$ cat src/rtl/noc_vc_input_route_buffer_if.sv
// noc_vc_input_route_buffer_if: flit type and valid/ready flit link with per-VC ready
package noc_flit_pkg;
  typedef struct packed {
    logic [3:0]  vc;
    logic        head;
    logic        tail;
    logic [3:0]  dest_x;
    logic [3:0]  dest_y;
    logic [15:0] data;
  } flit_t;
endpackage

interface Noc_flit_interface #(
  parameter int CHANNELS = 2
);
  import noc_flit_pkg::*;
  logic                valid;
  flit_t               flit;
  logic [CHANNELS-1:0] ready;
  logic [CHANNELS-1:0] vc_ready;
  modport sender (output valid, flit, input ready, vc_ready);
  modport receiver (input valid, flit, output ready, vc_ready);
endinterface

$ cat src/rtl/noc_vc_input_route_buffer.sv
// noc_vc_input_route_buffer: per-VC flit FIFOs, XY routing with wormhole hold, round-robin VC select
module noc_vc_input_route_buffer #(
  parameter int CHANNELS = 2,
  parameter int ENTRIES  = 5,
  parameter int DEPTH    = 4,
  parameter int MY_X     = 0,
  parameter int MY_Y     = 0
) (
  input  logic                i_clk,
  input  logic                i_rst,
  Noc_flit_interface.receiver receiver_if,
  Noc_flit_interface.sender   sender_if,
  output logic [ENTRIES-1:0]  o_select
);
  import noc_flit_pkg::*;
  localparam int PW = $clog2(DEPTH);
  localparam int CW = CHANNELS > 1 ? $clog2(CHANNELS) : 1;
  flit_t               mem_q [CHANNELS][DEPTH];
  flit_t               mem_d [CHANNELS][DEPTH];
  flit_t               front [CHANNELS];
  logic [PW-1:0]       wr_q [CHANNELS], wr_d [CHANNELS], rd_q [CHANNELS], rd_d [CHANNELS];
  logic [PW:0]         cnt_q [CHANNELS], cnt_d [CHANNELS];
  logic [ENTRIES-1:0]  route_q [CHANNELS], route_d [CHANNELS], xy [CHANNELS], cand [CHANNELS];
  logic [CHANNELS-1:0] active_q, active_d, elig, full, push, pop;
  logic [CW-1:0]       rr_q, rr_d, gnt;
  logic                found;
  logic                unused_vc_ready;

  assign unused_vc_ready = ^sender_if.vc_ready;

  function automatic logic [ENTRIES-1:0] xy_route(flit_t f);
    return int'(f.dest_x) > MY_X ? ENTRIES'(4) :
           int'(f.dest_x) < MY_X ? ENTRIES'(16) :
           int'(f.dest_y) > MY_Y ? ENTRIES'(2) :
           int'(f.dest_y) < MY_Y ? ENTRIES'(8) : ENTRIES'(1);
  endfunction

  // Status flags, candidate routes and round-robin pick from (last grant + 1)
  always_comb begin
    found = 1'b0;
    gnt = rr_q;
    for (int c = 0; c < CHANNELS; c++) begin
      front[c] = mem_q[c][rd_q[c]];
      xy[c] = xy_route(front[c]);
      cand[c] = front[c].head ? xy[c] : route_q[c];
      full[c] = cnt_q[c] == (PW+1)'(DEPTH);
      elig[c] = cnt_q[c] != '0 && sender_if.ready[c];
      receiver_if.ready[c] = !full[c];
      receiver_if.vc_ready[c] = cnt_q[c] == '0 && !active_q[c];
    end
    for (int i = 1; i <= CHANNELS; i++)
      if (!found && elig[CW'((int'(rr_q) + i) % CHANNELS)]) begin
        found = 1'b1;
        gnt = CW'((int'(rr_q) + i) % CHANNELS);
      end
    for (int c = 0; c < CHANNELS; c++) begin
      pop[c] = found && int'(gnt) == c;
      push[c] = receiver_if.valid && int'(receiver_if.flit.vc) == c && (!full[c] || pop[c]);
    end
    sender_if.valid = found;
    sender_if.flit = front[gnt];
    o_select = found ? cand[gnt] : '0;
  end

  // FIFO pointer/count updates and per-VC wormhole route tracking
  always_comb begin
    mem_d = mem_q;
    rr_d = found ? gnt : rr_q;
    for (int c = 0; c < CHANNELS; c++) begin
      if (push[c]) mem_d[c][wr_q[c]] = receiver_if.flit;
      wr_d[c] = wr_q[c] + PW'(push[c]);
      rd_d[c] = rd_q[c] + PW'(pop[c]);
      cnt_d[c] = cnt_q[c] + (PW+1)'(push[c]) - (PW+1)'(pop[c]);
      active_d[c] = pop[c] && front[c].tail ? 1'b0 : pop[c] && front[c].head ? 1'b1 : active_q[c];
      route_d[c] = pop[c] && front[c].head && !front[c].tail ? xy[c] : route_q[c];
    end
  end

  // Flit storage carries no reset; occupancy alone decides what is valid
  always_ff @(posedge i_clk)
    mem_q <= mem_d;

  // Control state with asynchronous reset discarding all buffered flits
  always_ff @(posedge i_clk or posedge i_rst)
    if (i_rst) begin
      wr_q <= '{default: '0};
      rd_q <= '{default: '0};
      cnt_q <= '{default: '0};
      route_q <= '{default: '0};
      active_q <= '0;
      rr_q <= CW'(CHANNELS - 1);
    end else begin
      wr_q <= wr_d;
      rd_q <= rd_d;
      cnt_q <= cnt_d;
      route_q <= route_d;
      active_q <= active_d;
      rr_q <= rr_d;
    end

  // A body or tail flit must never reach the front of a VC with no packet open
  always_ff @(posedge i_clk)
    for (int c = 0; c < CHANNELS; c++)
      assert (i_rst || cnt_q[c] == '0 || active_q[c] || front[c].head)
        else $error("non-head flit at front of idle VC %0d", c);
endmodule

$ cat src/flat_wrapper.sv
// flat-port wrapper written by rule: the top's interface ports become plain ports
module noc_vc_input_route_buffer_flat import noc_flit_pkg::*;
#(
  parameter int CHANNELS = 2,
  parameter int ENTRIES  = 5,
  parameter int DEPTH    = 4,
  parameter int MY_X     = 0,
  parameter int MY_Y     = 0
)
  (i_clk, i_rst, o_select, receiver_if_valid, receiver_if_flit, receiver_if_ready, receiver_if_vc_ready, sender_if_valid, sender_if_flit, sender_if_ready, sender_if_vc_ready);
  Noc_flit_interface #(.CHANNELS(CHANNELS)) receiver_if_i ();
  Noc_flit_interface #(.CHANNELS(CHANNELS)) sender_if_i ();
  input  logic i_clk;
  input  logic i_rst;
  output logic [ENTRIES-1:0] o_select;
  input wire logic [$bits(receiver_if_i.valid)-1:0] receiver_if_valid;
  input wire logic [$bits(receiver_if_i.flit)-1:0] receiver_if_flit;
  output wire logic [$bits(receiver_if_i.ready)-1:0] receiver_if_ready;
  output wire logic [$bits(receiver_if_i.vc_ready)-1:0] receiver_if_vc_ready;
  output wire logic [$bits(sender_if_i.valid)-1:0] sender_if_valid;
  output wire logic [$bits(sender_if_i.flit)-1:0] sender_if_flit;
  input wire logic [$bits(sender_if_i.ready)-1:0] sender_if_ready;
  input wire logic [$bits(sender_if_i.vc_ready)-1:0] sender_if_vc_ready;
  assign receiver_if_i.valid = receiver_if_valid;
  assign receiver_if_i.flit = receiver_if_flit;
  assign receiver_if_ready = receiver_if_i.ready;
  assign receiver_if_vc_ready = receiver_if_i.vc_ready;
  assign sender_if_valid = sender_if_i.valid;
  assign sender_if_flit = sender_if_i.flit;
  assign sender_if_i.ready = sender_if_ready;
  assign sender_if_i.vc_ready = sender_if_vc_ready;
  noc_vc_input_route_buffer #(.CHANNELS(CHANNELS), .ENTRIES(ENTRIES), .DEPTH(DEPTH), .MY_X(MY_X), .MY_Y(MY_Y)) u_core (.i_clk(i_clk), .i_rst(i_rst), .receiver_if(receiver_if_i), .sender_if(sender_if_i), .o_select(o_select));
endmodule
$ cat config.mk
export PLATFORM = sky130hd
export DESIGN_NAME = noc_vc_input_route_buffer_flat
export DESIGN_NICKNAME = d
export VERILOG_FILES = /design/src/rtl/noc_vc_input_route_buffer_if.sv /design/src/rtl/noc_vc_input_route_buffer.sv /design/src/flat_wrapper.sv
export SDC_FILE = /design/constraint.sdc
export NUM_CORES = 1
export LEC_CHECK = 0
export BUFFER_PORTS_ARGS = -buffer_cell sky130_fd_sc_hd__buf_4
export CORE_UTILIZATION = 54
export CTS_CLUSTER_DIAMETER = 80
export DETAILED_ROUTE_END_ITERATION = 10
export GPL_TIMING_DRIVEN = 0
export PLACE_DENSITY = 0.74
export SYNTH_ARGS = -nofsm -noshare
export SYNTH_HDL_FRONTEND = slang
export SYNTH_SLANG_ARGS = --single-unit
$ cat constraint.sdc
create_clock -name i_clk -period 3.83 [get_ports i_clk]
set_input_delay 0.383 -clock i_clk [delete_from_list [all_inputs] [get_ports i_clk]]
set_output_delay 0.383 -clock i_clk [all_outputs]
set_load 0.05 [all_outputs]
== Word-level counts from Yosys, hierarchy flattened ==
Index checks and enable logic that the tools add are counted.

* Register bits after elaboration: 267
* Output and inout port bits: 40
* Logic and storage cells: 161

* $add $sub $neg: 10
* Order comparisons: 13
* Equal/unequal tests: 3
* Mux-type cells: 37
* Bitwise logic cells: 6
* Reduce and logical (&&, ||, !) cells: 33

{| class="wikitable"
|+ Operator list
! kind !! number
|-
| $mux W30 || 9
|-
| $bwmux W120 || 2
|-
| $bmux W30 S2 || 2
|-
| $demux W30 S2 || 2
|-
| $mux W5 || 8
|-
| $logic_and A1 B1 Y1 || 18
|-
| $gt A4 B1 Y1 const B || 4
|-
| $ge A3 B3 Y1 const B || 4
|-
| $mux W1 || 12
|-
| $not A2 Y3 || 4
|-
| $add A2 B1 Y2 || 4
|-
| $logic_not A1 Y1 || 7
|-
| $add A3 B1 Y3 || 2
|-
| $eq A3 B3 Y1 const B || 2
|-
| $logic_not A3 Y1 || 2
|-
| $lt A1 B3 Y1 const B || 2
|-
| $lt A3 B1 Y1 const B || 2
|-
| $sub A3 B1 Y3 || 2
|-
| $eq A4 B2 Y1 const B || 1
|-
| $logic_not A4 Y1 || 1
|-
| $mux W2 || 2
|-
| $reduce_bool A2 Y1 || 2
|-
| $reduce_bool A3 Y1 || 1
|-
| $add A1 B1 Y1 const B || 2
|-
| other kinds (4) || 5
|}

== Logic depth before layout (Yosys ltp) ==
Gate-level depths: netlist of run 1.

* Depth after elaboration: 14
* Gate-level depth with buffers: 9

== Least setup slack after synthesis of run 1 ==
No wires, ideal clock.

* Path kind: register to register
* Start: reg u_core.cnt_q[4] (netlist bit)
* End: reg u_core.mem_q[210] (netlist bit) (enable)
* Arrival time: 4146 ps
* Slack: -777 ps
* Stages on the path, launching flop included: 6
* Path buffers: 0
* Path through: dfrtp_1 -> o31a_1 -> ha_1 -> nor4b_1 -> nor3b_1 -> nor3b_1

* Elaborated cells on any way between the ends: 18
* Classes of those cells: 1 x eq/ne; 8 x mux; 1 x bitwise; 8 x reduce/logical

{| class="wikitable"
|+ RTL lines
! element !! line !! source
|-
| from (decl) || noc_vc_input_route_buffer.sv:22 || <nowiki>logic [PW:0] cnt_q [CHANNELS], cnt_d [CHANNELS];</nowiki>
|-
| from (signal assigned) || noc_vc_input_route_buffer.sv:95 || <nowiki>cnt_q <= cnt_d;</nowiki>
|-
| $reduce_bool A3 Y1 * || noc_vc_input_route_buffer.sv:47 || <nowiki>elig[c] = cnt_q[c] != '0 && sender_if.ready[c];</nowiki>
|-
| $logic_and A1 B1 Y1 * || noc_vc_input_route_buffer.sv:47 ||
|-
| $mux W1 (not written as such) (2 in series) || noc_vc_input_route_buffer.sv:52 || <nowiki>if (!found && elig[CW'((int'(rr_q) + i) % CHANNELS)]) begin</nowiki>
|-
| $mux W1 || noc_vc_input_route_buffer.sv:52 ||
|-
| $logic_not A1 Y1 || noc_vc_input_route_buffer.sv:52 ||
|-
| $logic_and A1 B1 Y1 || noc_vc_input_route_buffer.sv:52 ||
|-
| $mux W1 * || noc_vc_input_route_buffer.sv:52 ||
|-
| via sender_if_valid || flat_wrapper.sv:20 || <nowiki>output wire logic [$bits(sender_if_i.valid)-1:0] sender_if_valid;</nowiki>
|-
| $logic_and A1 B1 Y1 * || noc_vc_input_route_buffer.sv:57 || <nowiki>pop[c] = found && int'(gnt) == c;</nowiki>
|-
| $logic_or A1 B1 Y1 * || noc_vc_input_route_buffer.sv:58 || <nowiki>push[c] = receiver_if.valid && int'(receiver_if.flit.vc) == c && (!full[c] || pop[c]);</nowiki>
|-
| $logic_and A1 B1 Y1 * || noc_vc_input_route_buffer.sv:58 ||
|-
| to (signal assigned) || noc_vc_input_route_buffer.sv:81 || <nowiki>mem_q <= mem_d;</nowiki>
|-
| to (decl) || noc_vc_input_route_buffer.sv:18 || <nowiki>flit_t mem_q [CHANNELS][DEPTH];</nowiki>
|}

The timed path passes the listed nets; every way through them passes the cells marked *. The select of a mux whose other input is x is not followed.
A chain may end at the register's enable or synchronous reset.

== Worst setup path after layout of run 1 ==
* Start: reg u_core.rd_q[3] (netlist bit)
* End: out o_select[0]

* Word-level cells in the longest chain between the ends: 12
* Elaborated cells on any way between the ends: 13
* Classes of those cells: 2 x order compare; 10 x mux; 1 x bitwise

{| class="wikitable"
|+ Ends and longest elaborated chain
! element !! line !! source
|-
| from (decl) || noc_vc_input_route_buffer.sv:21 || <nowiki>logic [PW-1:0] wr_q [CHANNELS], wr_d [CHANNELS], rd_q [CHANNELS], rd_d [CHANNELS];</nowiki>
|-
| from (signal assigned) || noc_vc_input_route_buffer.sv:94 || <nowiki>rd_q <= rd_d;</nowiki>
|-
| $not A2 Y3 (not written as such) * || noc_vc_input_route_buffer.sv:43 || <nowiki>front[c] = mem_q[c][rd_q[c]];</nowiki>
|-
| $bmux W30 S2 * || noc_vc_input_route_buffer.sv:43 ||
|-
| $mux W30 (not written as such) * (2 in series) || noc_vc_input_route_buffer.sv:43 ||
|-
| $gt A4 B1 Y1 || noc_vc_input_route_buffer.sv:34 || <nowiki>int'(f.dest_y) > MY_Y ? ENTRIES'(2) :</nowiki>
|-
| $mux W2 || noc_vc_input_route_buffer.sv:34 ||
|-
| $mux W5 || noc_vc_input_route_buffer.sv:32 || <nowiki>return int'(f.dest_x) > MY_X ? ENTRIES'(4) :</nowiki>
|-
| $mux W5 * || noc_vc_input_route_buffer.sv:45 || <nowiki>cand[c] = front[c].head ? xy[c] : route_q[c];</nowiki>
|-
| $mux W5 (not written as such) * (3 in series) || noc_vc_input_route_buffer.sv:62 || <nowiki>o_select = found ? cand[gnt] : '0;</nowiki>
|-
| $mux W5 * || noc_vc_input_route_buffer.sv:62 ||
|-
| to (decl) || flat_wrapper.sv:15 || <nowiki>output logic [ENTRIES-1:0] o_select;</nowiki>
|}

Every way passes the cells marked *; elsewhere a longest branch is shown, timed or not. The select of a mux whose other input is x is not followed.

==> run metrics, run 1 <==
post-layout util=65.2%; layout cells sized above 1=39.4%; sequential fraction of the synthesis area=75.7%; final worst setup slack=0.229 ns; Yosys reg bits=263; Reg clk slew, reported paths=0.06 ns; mapped cell area=10300 µm²; max_cap viols=0; fmax=278 MHz; Num CTS Buffers=26; most common cell after layout, fill and taps aside=edfxtp_1; number of setup violations in the final report=0; Worst Path Class, Setup=reg -> out; RePlAce Congestion=0.746; Skew-Pair Late Insertion Delay=0.53 ns; DIE WIDTH=140 µm; diode count=0; largest net degree at the start of global routing=31; M1 GR Usage=27.1%; Die ar.=roughly 20000 µm²; GRT Overall Usage=roughly a fifth; hold_buf cts=0; Synth cell types=44; Core ar.=around 19000 µm²; CTS tree=yes; GRT overflow=0; Iter 0 DRT Violations=slightly above 300; RSZ-0062 raised after global routing=false; leakage=0.00419 µW; DP HPWL=12600 µm; Max clock buf depth=3; Slew Viols, Final=0; most used routing layer in global routing=met2; DR WL/cell=between 20 and 25 µm; syn avg cell area=22.0 µm²; Post-synth ARST share=8.75%; Die Y=about 140 µm; worst r2r path cells=7; Post-Syn Instances=468; Worst Tran Pin Value=about 0.94 ns; Cell Rows=50; CP required=approximately 3.5 ns; M3 GR Usage=around 4%; Via-to-Cell Ratio=slightly below 6; Post-Layout Cell Count=836; Final nets=631; Hold Vio Cnt, Final=0; placed cells=789; Top FF cell, synth=edfxtp_1; Worst Skew=between 0.01 and 0.015 ns; Clock Tree Root=clkbuf_16; commonest cells after routing, fill and taps aside=240 x edfxtp_1, 73 x buf_4, 57 x mux4_2; Worst setup EP type=primary output; vias in the first global route=5189; initial antenna violation count=0; Tmin final=3.60 ns; DRC Markers=0; startpoint types=flip-flop; Worst Path Arrival=approximately 3.2 ns; DP Area=11400 µm²; I/O pin count=just under 80; PortBufs=71; max_slew headroom=37.4%; routed vias=just under 5000; final wirelength=19200 µm; Finished Cell Area=12200 µm²; initial core utilization=around 55%; YS warnings=0; Setup WS pre-CTS=approximately 0.48 ns; first-pass GRT wire length=29900 µm; first drt pass iteration count=4; GR Layer Usage met2=35.9%; Routed Antenna Nets=0; hold crit path type=in -> async; status=finished, final reports clean; H-tree Lvls=1; synth-to-layout area growth=18.6%; Post-synth EDFFs=240; Final Cycle Share=94.0%; number of clock sinks=263; Max FO, Critical Path=10; pwr dens=781 nW/µm²; Max IR drop VDD=0.605 mV
-- power breakdown --
group	internal (µW)	switching, µW
clock	1340	1010
combinational	1470	2270
sequential	3290	135
-- cell families (layout without fill, tap and decap cells) --
| kind of cell | after synthesis | in the layout | share of synthesized area (%) |
|---|---|---|---|
| DFF | 263 | 263 | 75.7 |
| buffers and inverters | 30 | 163 | 1.37 |
| xor gates and xnor gates | 10 | 10 | 0.851 |
| other | 1 | 2 | 0.0364 |
| AOI/OAI and AO/OA | 19 | 19 | 1.25 |
| adders and majority gates | 11 | 11 | 1.48 |
| muxes | 92 | 92 | 16.7 |
| and+or+nand+nor | 42 | 42 | 2.63 |
-- worst max-delay path, stage by stage (launching register included) --
cell and delay (ns):
dfrtp_1 0.41, buf_1 0.58, mux4_2 0.43, nor4_2 0.57, a31oi_1 0.19, nor3b_1 0.27
buf_4 0.24
-- synth_stat cells, types with 3 or more instances --
cell type    n  share of area, %
buf_2        5              0.24
mux4_1       3              0.77
ha_1         9               1.1
buf_1        4              0.15
nand2_1     12              0.44
mux2_2      30               3.3
nor4_1       4              0.24
nor2b_1      3              0.18
nor3b_1      6              0.44
xor2_1       6              0.51
xnor2_1      4              0.34
inv_1       11              0.40
dfrtp_1     22               5.4
a21oi_1      4              0.19
clkbuf_1     6              0.22
mux4_2      57                12
o21ai_0      6              0.29
edfxtp_1   240                70
-- per-stage QoR --
| step | hold slack, ns | total power [µW] | setup TNS (ns) |
|---|---|---|---|
| 6_report | 0.0571 | 9530 | 0 |
| 5_1_grt | 0.0685 | 9920 | 0 |
| 4_1_cts | 0.0623 | 9630 | 0 |
| 3_5_place_dp | 0.470 | 7270 | 0 |
| 3_3_place_gp | 0.455 | 7180 | -261.84 |
| 2_1_floorplan | 0.384 | 6230 | -33.40 |
-- state kept, by name, indices dropped and copies added (netlist names) --
name,count
u_core.wr_q,4
u_core.cnt_q,6
u_core.mem_q,240
u_core.rd_q,4
u_core.active_q,2
u_core.rr_q,1
u_core.route_q,6
-- per-layer routing --
layer	share of wire [%]	up-vias
met5	0	-
met4	2.1	0
met3	6.2	29
met2	51	159
met1	40	2536
li1	-	2164
-- path summary, 6_finish.rpt --
kind	slack, ns	start	to
max	0.23	u_core.rd_q[3]	o_select[0]
min	0.06	i_rst	u_core.cnt_q[5]
max reg2reg	0.63	u_core.cnt_q[5]	u_core.mem_q[228]
min reg2reg	0.48	u_core.route_q[1]	u_core.route_q[1]
max in group asynchronous	3.22	i_rst	u_core.cnt_q[3]
min in group i_clk	0.08	receiver_if_flit[8]	u_core.mem_q[38]
-- area by class of cell --
type                            instances  area (µm²)
Clock inverter                         17         114
Sequential cell                       263        7780
Timing Repair Buffer                   86         776
Buffer                                 19         104
Tap cell                              234         293
Fill cell                            1204        6500
Inverter                               11        41.3
Clock buffer                           30         686
Multi-Input combinational cell        176        2400
-- timing repair --
action | CTS | global route
gates resized for setup | 2 | 2
setup endpoints to repair | 12 | 4
setup buffers | 0 | 0
Power figures use the tool's default switching activity.
==> run 2, diff against run 1 <==
--- a/config.mk
+++ b/config.mk
@@ -7,2 +7,3 @@
 export LEC_CHECK = 0
+export ABC_AREA = 1
 export BUFFER_PORTS_ARGS = -buffer_cell sky130_fd_sc_hd__buf_4
@@ -12,3 +13,3 @@
 export GPL_TIMING_DRIVEN = 0
-export PLACE_DENSITY = 0.74
+export PLACE_DENSITY_LB_ADDON = 0.15
 export SYNTH_ARGS = -nofsm -noshare
--- a/constraint.sdc
+++ b/constraint.sdc
@@ -3,2 +3,2 @@
 set_output_delay 0.383 -clock i_clk [all_outputs]
-set_load 0.05 [all_outputs]
+set_load 0.005 [all_outputs]
==> run metrics, run 2 <==
CTS tree=yes; first drt pass iteration count=5 (+1); post-synthesis mux area share=0% (-17 points); max_cap viols=0 (unchanged); Die ar.=20400 µm² (+3.9%); Skew-Pair Late Insertion Delay=0.53 ns (about the same); GRT overflow=0 (unchanged); H-tree Lvls=1 (unchanged); diode count=0 (unchanged); top post-synthesis cells by area=edfxtp_1 67%, nor2_1 5.4%, dfrtp_1 5.1%; most common cell after layout, fill and taps aside=edfxtp_1; Worst Skew=0.00789 ns (-0.00493 ns); synth-to-layout area growth=18.6% (about the same); Worst Setup EP=sender_if_flit[29]; Post-synth ARST share=8.75% (unchanged); Final Cycle Share=92.6% (-1.5 points); R2R Path Start=u_core.cnt_q[4]; Synth area leader=edfxtp_1; final worst setup slack=0.285 ns (+0.0564 ns); FF-to-FF End=u_core.mem_q[237]; max_slew headroom=37.3% (-0.092 points); CP required=3.45 ns (about the same); share of the synthesized area in the top cell type=67.4% (-2.6 points); first-pass GRT wire length=36800 µm (+23%); DRC Markers=0 (unchanged); Routed Antenna Nets=0 (unchanged); Via-to-Cell Ratio=5.46 (-6.6%); xor/xnor share of the synthesized area=0.819% (-0.032 points); Worst Path Arrival=3.16 ns (-0.06 ns); Setup WS pre-CTS=0.631 ns (+0.147 ns); Clk pwr share=26.3% (+1.6 points); RePlAce Congestion=0.753 (+0.93%); largest family of logic cells by synthesized area=simple AND/OR/NAND/NOR gates; Comb pwr share=37.9% (-1.4 points); Resize count post-CTS=0 (-2); Max clock buf depth=3 (unchanged); Yosys reg bits=263 (unchanged); Clock Tree Root=clkbuf_16; top flop regs=u_core.mem_q: 240 flops, u_core.cnt_q: 6 flops, u_core.route_q: 6 flops; Critical Path Source=u_core.cnt_q[4]; Largest register FFs=240 (unchanged); commonest cells after routing, fill and taps aside=240 x edfxtp_1, 152 x nor2_1, 136 x nand2_1; Final nets=1041 (+65%); Hold Vio Cnt, Final=0 (unchanged); fmax=282 MHz (+1.6%); Worst setup EP type=primary output; initial antenna violation count=0 (unchanged); Finished Cell Area=12700 µm² (+3.9%); DP HPWL=15600 µm (+25%); Reg clk slew, reported paths=0.06 ns (about the same); post-synthesis compound-gate area fraction=7.47% (+6.2 points); hold crit path type=in -> async; DIE WIDTH=143 µm (+1.9%); PortBufs=71 (unchanged); Num CTS Buffers=27 (+3.8%); number of setup violations in the final report=0 (unchanged); Seq pwr share=35.8% (-0.2 points); DR WL/cell=18.7 µm (-19%); Sw Ratio=35.4% (-0.54 points); Most flops, register=u_core.mem_q; Post-Syn Instances=872 (+86%); Post-synth EDFFs=240 (unchanged); initial core utilization=54.9% (-0.063 points); GRT Overall Usage=24.4% (+3.7 points); leakage=0.00471 µW (+13%); vias in the first global route=6762 (+30%); number of clock sinks=263 (unchanged); Core ar.=19500 µm² (+4.0%); cell-internal power=6130 µW (+0.40%); Reg2Reg Setup Slack=0.66 ns (+0.03 ns); Max FO, Critical Path=10 (unchanged); Switch Pwr=3360 µW (-1.9%); YS warnings=0 (unchanged); Die Y=143 µm (+1.9%); routed vias=6961 (+42%); sequential fraction of the synthesis area=72.8% (-2.9 points); Cell Rows=51 (+2.0%); largest net degree at the start of global routing=24 (-23%); Post-synth top cells=240 x edfxtp_1, 154 x nor2_1, 136 x nand2_1, 89 x o21ai_0, 51 x nand3_1; I/O pin count=77 (unchanged); mapped cell area=10700 µm² (+3.9%); Slew Viols, Final=0 (unchanged); RSZ-0062 raised after global routing=false; layout cells sized above 1=17.1% (-22 points); Synth Area in Simple Gates=13.7% (+11 points); Worst Tran Pin Value=0.935 ns (-0.00371 ns); syn avg cell area=12.3 µm² (-44%); adder-cell share of the synthesized area=1.43% (-0.056 points); final wirelength=23800 µm (+24%); hold_buf cts=0 (unchanged); most frequent cell after synthesis=edfxtp_1; pwr dens=748 nW/µm² (-4.2%); worst r2r path cells=11 (+4); Top FF cell, synth=edfxtp_1; Max IR drop VDD=0.517 mV (-15%); status=finished, final reports clean; filler instances=1476 (+23%); Iter 0 DRT Violations=410 (+32%); Post-CTS Setup Bufs=0 (unchanged); Tmin final=3.54 ns (-0.0564 ns); DP Area=11900 µm² (+4.0%); Worst Path Class, Setup=reg -> out; Synth cell types=35 (-20%); startpoint types=flip-flop
==> run 2: worst max-delay path, stage by stage, from the launching register on <==
cell      delay, ns
dfrtp_1        0.41
nor2_1         0.20
nand2_1        0.10
nand2_1        0.12
inv_1          0.13
ha_1           0.38
inv_2          0.20
clkbuf_1       0.54
a31oi_1        0.32
buf_4          0.23
==> run 2: power by group through the flow <==
stage	clock network [µW]	registers, µW	logic, µW
after global placement	0	3450	3480
after floorplan	0	3430	2140
after CTS	2520	3400	3600
after global routing	2630	3420	4010
after detailed placement	0	3460	3580
final	2490	3400	3590
==> run 2: area by class of cell <==
cell class | instances | area, µm² | share of cell area [%]
inverters | 36 | 140 | 1.11
repair buffers | 91 | 783 | 6.18
flip-flops and latches | 263 | 7780 | 61.4
multi-input cells | 528 | 2550 | 20.1
clock inverters | 11 | 123 | 0.967
clock buffers | 34 | 702 | 5.54
plain buffers | 46 | 263 | 2.07
well taps | 265 | 332 | 2.61
==> run 2: kinds of logic (layout without fill, tap and decap cells) <==
family / after synthesis / count (layout)
flip-flops: 263 / 263
adder cells (fa/ha/maj): 11 / 11
XOR/XNOR: 10 / 10
AO/OA/AOI/OAI: 146 / 146
buffers and inverters: 82 / 218
AND/OR/NAND/NOR: 359 / 359
other: 1 / 2
==> run 2: metrics by stage <==
step	std cells	util [%]	hold slack (ns)	TNS, ns	power, µW
global route	1274	65.2	0.0745	0	10100
finish	1274	65.2	0.0501	0	9490
global placement	1209	59.4	0.469	-375.79	6940
detailed placement	1229	60.9	0.471	0	7040
CTS	1274	65.2	0.0665	0	9530
floorplan	873	-	0.384	-10.98	5560
==> run 2: worst min-delay path by stage <==
stage	slack, ns	to	cells after the start
2_1_floorplan	0.38	u_core.active_q[0]	1
3_3_place_gp	0.47	u_core.route_q[5]	2
3_5_place_dp	0.47	u_core.route_q[5]	2
4_1_cts	0.07	u_core.mem_q[145]	1
5_1_grt	0.07	u_core.mem_q[145]	1
6_report	0.05	u_core.cnt_q[4]	2
==> run 2: per-layer routing <==
metal	vias to the layer above	wire (µm)	share of wire [%]	track usage [%]
li1	3309	-	-	-
met1	3373	10300	43	33.6
met2	228	11400	48	39.8
met3	51	1420	6.0	3.52
met4	0	665	2.8	9.11
met5	-	0	0	0
==> run 3, diff against run 2 <==
- BUFFER_PORTS_ARGS: -buffer_cell sky130_fd_sc_hd__buf_4 -> -buffer_cell sky130_fd_sc_hd__buf_2
==> run metrics, run 3 (same netlist as run 2, synthesis figures left out) <==
status=finished, final reports clean; Seq pwr share=36.3% (+0.5 points); Via-to-Cell Ratio=5.40 (-1.1%); Iter 0 DRT Violations=589 (+44%); max_slew headroom=37.9% (+0.56 points); Clk pwr share=27.7% (+1.4 points); commonest cells after routing, fill and taps aside=240 x edfxtp_1, 152 x nor2_1, 136 x nand2_1; placed cells=1229 (unchanged); M3 GR Usage=2.72% (-0.80 points); Post-Layout Cell Count=1278 (+0.31%); DP HPWL=15400 µm (-1.5%); Hold Vio Cnt, Final=0 (unchanged); first-pass GRT wire length=36600 µm (-0.62%); worst r2r path cells=11 (unchanged); pwr dens=746 nW/µm² (-0.30%); max_cap viols=0 (unchanged); Skew-Pair Late Insertion Delay=0.56 ns (+0.03 ns); vias in the first global route=6730 (-0.47%); most used cell, CP=nand2_1; Final nets=1042 (+0.096%); highest-delay cell along the critical path=clkbuf_1; hold crit path type=in -> async; RSZ-0062 raised after global routing=false; slowest stage delay, CP=0.54 ns (about the same); crit path buf inv count=4 (unchanged); most used routing layer in global routing=met2; delay-heaviest family, CP=buffers and inverters; GRT Overall Usage=24.3% (-0.13 points); fmax=283 MHz (+0.27%); Largest register FFs=240 (unchanged); R2R Path Start=u_core.cnt_q[4]; Reg clk slew, reported paths=0.06 ns (about the same); layout cells sized above 1=17.4% (+0.25 points); Routed Antenna Nets=0 (unchanged); first drt pass iteration count=4 (-1); Die ar.=20400 µm² (unchanged); H-tree Lvls=1 (unchanged); Tmin final=3.54 ns (-0.00943 ns); Most flops, register=u_core.mem_q; startpoint types=flip-flop; Worst Path Arrival=3.15 ns (about the same); cell-internal power=6010 µW (-2.0%); CP cell instances=nor2_1 > nand2_1 > nand2_1 > inv_1 > ha_1 > inv_2 > clkbuf_1 > a31oi_1 > buf_2; M1 GR Usage=33.8% (+0.16 points); I/O pin count=77 (unchanged); Core ar.=19500 µm² (unchanged); number of setup violations in the final report=0 (unchanged); Clock Tree Root=clkbuf_16; Worst Path Class, Setup=reg -> out; Finished Cell Area=12600 µm² (-0.85%); Pwr Total=9380 µW (-1.1%); Cell Rows=51 (unchanged); Worst setup EP type=primary output; setup TNS=0 ns (unchanged); largest net degree at the start of global routing=24 (unchanged); initial antenna violation count=1 (+1); Sw Ratio=35.9% (+0.58 points); Comb pwr share=36.0% (-1.9 points); DR WL/cell=18.7 µm (about the same); Num CTS Buffers=28 (+3.7%); Final Cycle Share=92.3% (-0.25 points); Resize count post-CTS=0 (unchanged); DIE WIDTH=143 µm (unchanged); Die Y=143 µm (unchanged); Worst Tran Pin Value=0.927 ns (-0.00841 ns); GRT overflow=0 (unchanged); Max FO, Critical Path=10 (unchanged); top flop regs=u_core.mem_q: 240 flops, u_core.cnt_q: 6 flops, u_core.route_q: 6 flops; CTS tree=yes; initial core utilization=54.9% (unchanged); Worst Skew=0.0271 ns (+0.0192 ns); RePlAce Congestion=0.747 (-0.72%); filler instances=1481 (+0.34%); DP Area=11700 µm² (-1.4%); Reg2Reg Setup Slack=0.67 ns (about the same); GR Layer Usage met2=40.3% (+0.46 points); Post-CTS Setup Bufs=0 (unchanged); Max IR drop VDD=0.534 mV (+3.2%); synth-to-layout area growth=17.6%; Switch Pwr=3370 µW (+0.48%); routed vias=6906 (-0.79%); leakage=0.00468 µW (-0.69%); FF-to-FF End=u_core.mem_q[125]; DRC Markers=0 (unchanged); hold_buf cts=0 (unchanged); final wirelength=23900 µm (+0.37%); number of clock sinks=263 (unchanged); Slew Viols, Final=0 (unchanged); PortBufs=71 (unchanged); CP required=3.45 ns (about the same); Max clock buf depth=3 (unchanged); most common cell after layout, fill and taps aside=edfxtp_1
## run 3: cell count changes in the layout (fill, tap and decap cells not counted), moves of 3 or more
cell,previous run,this run
buf_2,15,86
clkinv_1,6,3
buf_4,78,6
clkbuf_1,21,24
## run 3: worst reg2reg max path: stages (launching register included)
cell and delay, ns:
dfrtp_1 0.39, nor2_1 0.09, nand2_1 0.08, nand2_1 0.10
inv_1 0.19, ha_1 0.29, inv_1 0.10, a31oi_1 0.31
inv_1 0.18, nor3_2 0.73, buf_6 0.27, buf_6 0.16
## run 3: final cells by class
| class | count | area (µm²) | share of cell area [%] |
|---|---|---|---|
| timing repair buffer | 91 | 613 | 4.88 |
| clock buffer | 38 | 738 | 5.87 |
| antenna | 1 | 2.50 | 0.0199 |
| multi-input combinational | 528 | 2550 | 20.3 |
| tap | 265 | 332 | 2.64 |
| sequential | 263 | 7780 | 61.9 |
| clock inverter | 10 | 146 | 1.16 |
| buffer | 46 | 263 | 2.09 |
| inverter | 36 | 140 | 1.11 |
## run 3: through the flow
step | utilization [%] | setup WS, ns | hold slack (ns)
after floorplan | - | -0.0916 | 0.384
after global placement | 58.5 | -2.20 | 0.470
after detailed placement | 60.0 | 0.620 | 0.474
after CTS | 64.6 | 0.331 | 0.0514
after global routing | 64.6 | 0.128 | 0.0939
final | 64.6 | 0.295 | 0.0345
## run 3: power by group through the flow
stage,logic (µW),registers [µW],clock network (µW)
6_report,3380,3400,2600
5_1_grt,3770,3420,2730
4_1_cts,3390,3400,2630
3_5_place_dp,3370,3460,0
3_3_place_gp,3270,3450,0
2_1_floorplan,2140,3430,0
## run 3: layer usage
layer / vias up / part of all wire, %
met5: - / 0
met4: 0 / 2.5
met1: 3329 / 44
met2: 220 / 48
met3: 43 / 5.2
li1: 3314 / -
## run 3: how the worst max path moves through the flow
stage | start | to | slack [ns] | cells past startpoint
floorplan | u_core.cnt_q[4] | u_core.mem_q[150] | -0.09 | 9
global placement | u_core.cnt_q[4] | u_core.mem_q[127] | -2.20 | 9
global route | u_core.cnt_q[4] | sender_if_flit[9] | 0.13 | 10
finish | u_core.cnt_q[4] | sender_if_flit[29] | 0.29 | 9
detailed placement | u_core.cnt_q[4] | u_core.mem_q[125] | 0.62 | 11
CTS | u_core.cnt_q[4] | sender_if_flit[9] | 0.33 | 10
